$ cat src/rtl/rps_pkg.sv
// Shared constants for the rock-paper-scissors score keeper: judge result bytes,
// FSM state encoding, decoded result codes and the best-of-N wins-needed table.
// No logic, no latency, no flow control.
package rps_pkg;

    localparam logic [7:0] RES_BYTE_TIE = 8'h00;
    localparam logic [7:0] RES_BYTE_P1  = 8'h31;
    localparam logic [7:0] RES_BYTE_P2  = 8'h32;
    localparam logic [7:0] RES_BYTE_INV = 8'h3F;

    typedef enum logic [1:0] {
        ST_IDLE   = 2'b00,
        ST_PLAY   = 2'b01,
        ST_WON_P1 = 2'b10,
        ST_WON_P2 = 2'b11
    } state_t;

    typedef enum logic [1:0] {
        RC_TIE = 2'b00,
        RC_P1  = 2'b01,
        RC_P2  = 2'b10,
        RC_INV = 2'b11
    } result_t;

    localparam logic [2:0] WINS_NEEDED_RST = 3'd1;

    // Length select 00/01/10/11 means best-of-1/3/5/7.
    function automatic logic [2:0] wins_needed(input logic [1:0] sel);
        logic [2:0] n;
        case (sel)
            2'b00:   n = 3'd1;
            2'b01:   n = 3'd2;
            2'b10:   n = 3'd3;
            default: n = 3'd4;
        endcase
        return n;
    endfunction

endpackage

$ cat src/rtl/rps_result_decoder.sv
// Maps a judge result byte to a 2-bit result code; anything unrecognised is invalid.
// Purely combinational, zero latency.
// No flow control.
module rps_result_decoder
    import rps_pkg::*;
(
    input  logic [7:0] byte_i,
    output logic [1:0] code_o
);

    always_comb begin
        code_o = RC_INV;
        case (byte_i)
            RES_BYTE_TIE: code_o = RC_TIE;
            RES_BYTE_P1:  code_o = RC_P1;
            RES_BYTE_P2:  code_o = RC_P2;
            RES_BYTE_INV: code_o = RC_INV;
            default:      code_o = RC_INV;
        endcase
    end

endmodule

$ cat src/rtl/rps_score_keeper.sv
// Match score keeper: counts round results from the judge up to a best-of-N win.
// Outputs registered, 1-cycle latency from a detected valid/start edge.
// No backpressure; ena=0 freezes every register including the edge detectors.
module rps_score_keeper
    import rps_pkg::*;
(
    input  logic       clk,
    input  logic       rst_n,
    input  logic       ena,
    input  logic [7:0] ui_in,
    input  logic [7:0] uio_in,
    output logic [7:0] uo_out,
    output logic [7:0] uio_out,
    output logic [7:0] uio_oe
);

    state_t     state_q, state_d;
    logic [2:0] p1_q, p1_d;
    logic [2:0] p2_q, p2_d;
    logic [2:0] need_q, need_d;
    logic [1:0] last_q, last_d;
    logic       err_q, err_d;
    logic       ack_q, ack_d;
    logic       valid_prev_q, start_prev_q;

    logic       valid_edge, start_edge;
    logic [1:0] code;
    logic       unused_hi;

    assign unused_hi  = ^uio_in[7:4];
    assign valid_edge = uio_in[0] & ~valid_prev_q;
    assign start_edge = uio_in[1] & ~start_prev_q;

    rps_result_decoder u_dec (
        .byte_i (ui_in),
        .code_o (code)
    );

    always_comb begin
        state_d = state_q;
        p1_d    = p1_q;
        p2_d    = p2_q;
        need_d  = need_q;
        last_d  = last_q;
        err_d   = err_q;
        ack_d   = 1'b0;
        // Start wins over a simultaneous result; that result is dropped.
        if (start_edge) begin
            state_d = ST_PLAY;
            p1_d    = 3'd0;
            p2_d    = 3'd0;
            err_d   = 1'b0;
            last_d  = RC_TIE;
            need_d  = wins_needed(uio_in[3:2]);
        end else if (valid_edge && (state_q == ST_PLAY)) begin
            ack_d  = 1'b1;
            last_d = code;
            case (code)
                RC_P1: begin
                    p1_d = p1_q + 3'd1;
                    if (p1_d == need_q) state_d = ST_WON_P1;
                end
                RC_P2: begin
                    p2_d = p2_q + 3'd1;
                    if (p2_d == need_q) state_d = ST_WON_P2;
                end
                RC_INV:  err_d = 1'b1;
                default: ;
            endcase
        end
    end

    always_ff @(posedge clk or negedge rst_n) begin
        if (!rst_n) begin
            state_q      <= ST_IDLE;
            p1_q         <= 3'd0;
            p2_q         <= 3'd0;
            need_q       <= WINS_NEEDED_RST;
            last_q       <= RC_TIE;
            err_q        <= 1'b0;
            ack_q        <= 1'b0;
            valid_prev_q <= 1'b0;
            start_prev_q <= 1'b0;
        end else if (ena) begin
            state_q      <= state_d;
            p1_q         <= p1_d;
            p2_q         <= p2_d;
            need_q       <= need_d;
            last_q       <= last_d;
            err_q        <= err_d;
            ack_q        <= ack_d;
            valid_prev_q <= uio_in[0];
            start_prev_q <= uio_in[1];
        end
    end

    assign uo_out  = {state_q, p2_q, p1_q};
    assign uio_out = {last_q, err_q, ack_q, 4'b0000};
    assign uio_oe  = 8'hF0;

endmodule

$ cat config.mk
export PLATFORM = sky130hd
export DESIGN_NAME = rps_score_keeper
export DESIGN_NICKNAME = d
export VERILOG_FILES = /design/src/rtl/rps_pkg.sv /design/src/rtl/rps_result_decoder.sv /design/src/rtl/rps_score_keeper.sv
export SDC_FILE = /design/constraint.sdc
export NUM_CORES = 1
export LEC_CHECK = 0
export BUFFER_PORTS_ARGS = -buffer_cell sky130_fd_sc_hd__clkbuf_2
export CELL_PAD_IN_SITES_DETAIL_PLACEMENT = 1
export CELL_PAD_IN_SITES_GLOBAL_PLACEMENT = 1
export CORE_ASPECT_RATIO = 1.5
export CORE_MARGIN = 4
export CORE_UTILIZATION = 38
export CTS_CLUSTER_SIZE = 20
export DETAILED_ROUTE_END_ITERATION = 7
export GPL_ROUTABILITY_DRIVEN = 0
export PLACE_DENSITY = 0.93
export REMOVE_ABC_BUFFERS = 1
export SLEW_MARGIN = 20
export SYNTH_ARGS = -nofsm -noshare
export SYNTH_HDL_FRONTEND = slang
export SYNTH_SLANG_ARGS = --single-unit
$ cat constraint.sdc
create_clock -name clk -period 4.3 [get_ports clk]
set_input_delay 0.43 -clock clk [delete_from_list [all_inputs] [get_ports clk]]
set_output_delay 0.43 -clock clk [all_outputs]
set_load 0.005 [all_outputs]
==> flow_summary.json <==
{
  "fin_crit_ns": 2.17,
  "ys_types": 40,
  "tns_ns": 0,
  "ys_seq_area_share_pct": 38.9,
  "yosys.area.top_type_share_pct": 36.5,
  "cap_violations": 0,
  "cts.reportedPaths.clkPinSlew_ns": 0.06,
  "post-route-period-util_pct": 50.5,
  "drive_gt1_share_pct": 28.1,
  "hpwlAfterDp_mm": 2.17,
  "clock_skew_ns": 0.000440,
  "tritoncts": "done",
  "max_freq_ghz": 0.460,
  "synth_cells": 114,
  "floorplan.die.width_um": 51.9,
  "syn_to_final_growth_pct": 13.7,
  "leakage_nw": 0.603,
  "drv_slew": 0,
  "first_global_vias": 975,
  "pin_count": 43,
  "final-hold-violation-count": 0,
  "rsz0062_at_grt": "no",
  "avgSynthCellArea_um2": 9.63,
  "synth_enable_flop_cells": 0,
  "grt_overflow_total": 0,
  "rows": 23,
  "die_area_um2": 3830,
  "synth_top_family_by_area": "simple AND/OR/NAND/NOR gates",
  "synthTopCellsByArea": "dfrtp_1, buf_4, ha_1, nand2_1, xnor2_1",
  "post-cts-setup-buffers": 0,
  "grt_max_degree": 18,
  "hold_path_class": "in2async",
  "vias": 919,
  "cts.path.max_buffers": 2,
  "synth_fa_ha_area_share_pct": 5.70,
  "ys_seq_elements": 17,
  "setup-violations-final": 0,
  "synth-async-reset-ratio_pct": 100,
  "path_delay_family": "simple AND/OR/NAND/NOR gates",
  "multi_input_area_um2": 577,
  "portBuffers": 26,
  "dr.pass1.iters": 4,
  "critPathRequiredTime_ns": 4.42,
  "synthXorXnorAreaFrac_pct": 7.18,
  "ys.warnings.count": 0,
  "antenna_found_initial": 0,
  "syn_area_um2": 1100,
  "ir_drop_mv": 0.179,
  "cp_slowest_cell": "nor4_1",
  "fin_nets": 164,
  "tightest_slew_ns": 0.767,
  "synth_compound_area_share_pct": 15.2,
  "synth_flop_cell": "dfrtp_1",
  "synthSimpleGateAreaFrac_pct": 17.4,
  "fin_ws_ns": 2.13,
  "clk_latency_ns": 0.25,
  "cts_root_buffer": "clkbuf_8",
  "slew-limit-headroom_pct": 47.5,
  "fillers": 353,
  "path_cells": "nor2b_1, nand2_1, and2_1, nor4_1, a31oi_1",
  "muxShareOfSynthArea_pct": 2.96,
  "htree_levels": 1,
  "p_per_area_nw_per_um2": 377,
  "crit_path_start_kind": "flop",
  "cp-end-kind": "flop",
  "die_h_um": 73.8,
  "core_area_um2": 2730,
  "cts_hold_buf": 0,
  "whs_ns": 0.106,
  "grt_pass1_wl_mm": 4.58,
  "ant_nets": 0,
  "seqCellArea_um2": 427,
  "status": "complete, no violations",
  "cp_num_buf_inv": 0,
  "clock_sinks": 17,
  "avgRoutedWirePerCell_um": 15.8,
  "drc_errors": 0,
  "path_class": "reg2reg",
  "totalWireLength_mm": 2.79,
  "slowest_delay_ns": 0.42,
  "diodes": 0,
  "dp_slack_ns": 2.00,
  "worst-path-max-fanout": 10,
  "cts_made_buffers": 3,
  "arrival_ns": 2.29,
  "drt_iter0_drc": 24,
  "yosysTopAreaCell": "dfrtp_1",
  "initial_core_util_pct": 40.1,
  "cts_resized": 0,
  "postLayoutCoreUtil_pct": 45.6,
  "routed_via_density": 5.22,
  "grt_use_total_pct": 15.7
}
## registers in the layout, summed over array words and instances (netlist names)
register	flops
need_q	3
p1_q	3
p2_q	3
last_q	2
state_q	2
ack_q	1
err_q	1
start_prev_q	1
valid_prev_q	1
## metal layers
layer	wire length, µm	global-route usage, %	vias up
li1	-	-	421
met1	1030	17.1	454
met2	1560	29.8	38
met3	128	0.811	6
met4	70	7.58	0
met5	0	0	-
## power by group
part	leakage [nW]	switching, mW	total, mW	internal (mW)
registers	0.211	0.0277	0.216	0.189
logic	0.369	0.0688	0.135	0.0660
clock network	0.0228	0.0537	0.119	0.0657
total	0.603	0.150	0.471	0.320
## final cells by class
class | instances | area share [%]
multi-input combinational | 86 | 46.2
timing repair buffer | 26 | 10.4
clock buffer | 4 | 3.61
tap | 37 | 3.71
inverter | 6 | 1.81
sequential | 17 | 34.2
## cell families after synthesis
| group | count (synthesis) |
|---|---|
| AO/OA/AOI/OAI | 21 |
| XOR/XNOR | 9 |
| adder cells (fa/ha/maj) | 5 |
| buffers and inverters | 21 |
| flip-flops | 17 |
| multiplexers | 3 |
| other | 2 |
| AND/OR/NAND/NOR | 36 |
## worst register-to-register path, delay by kind of cell, from the launching register on
kind	cells	cell delay, ns
DFF	1	0.40
AOI/OAI and AO/OA	1	0.15
and+or+nand+nor	4	1.50
## Yosys cell counts, types with 2 or more instances
master,instances
and2_1,2
nor2_1,7
xnor2_1,5
conb_1,2
ha_1,5
buf_4,14
a31oi_1,2
mux2_2,2
nand2_1,12
xor2_1,4
dfrtp_1,16
o31ai_1,2
inv_1,6
o21ai_0,4
nand2b_1,3
nand3_1,3
or4_4,2
## final timing paths
check | cells past startpoint | slack [ns] | end | start
worst min register to register | 2 | 0.49 | last_q[1] | last_q[1]
worst max-delay path | 5 | 2.13 | state_q[0] | start_prev_q
min in group clk | 2 | 0.43 | valid_prev_q | uio_in[0]
worst max register to register | 5 | 2.13 | state_q[0] | start_prev_q
worst min-delay path | 1 | 0.11 | need_q[1] | rst_n
max in group asynchronous | 1 | 3.86 | need_q[0] | rst_n
## per-stage QoR
step	total power, mW	area [µm²]	std cells
2_1_floorplan	0.296	1030	109
3_3_place_gp	0.341	1200	172
3_5_place_dp	0.353	1200	172
4_1_cts	0.476	1250	176
5_1_grt	0.503	1250	176
6_report	0.471	1250	176
## cells in the final DEF (no fill, tap or decap), types with 2 or more instances in the layout
| master | n |
|---|---|
| a31oi_1 | 2 |
| and2_1 | 2 |
| clkbuf_2 | 26 |
| clkbuf_8 | 3 |
| conb_1 | 12 |
| dfrtp_1 | 16 |
| ha_1 | 5 |
| inv_1 | 6 |
| mux2_2 | 2 |
| nand2_1 | 12 |
| nand2b_1 | 3 |
| nand3_1 | 3 |
| nor2_1 | 7 |
| o21ai_0 | 4 |
| o31ai_1 | 2 |
| or4_4 | 2 |
| xnor2_1 | 5 |
| xor2_1 | 4 |
(Power assumes the default switching activity.)
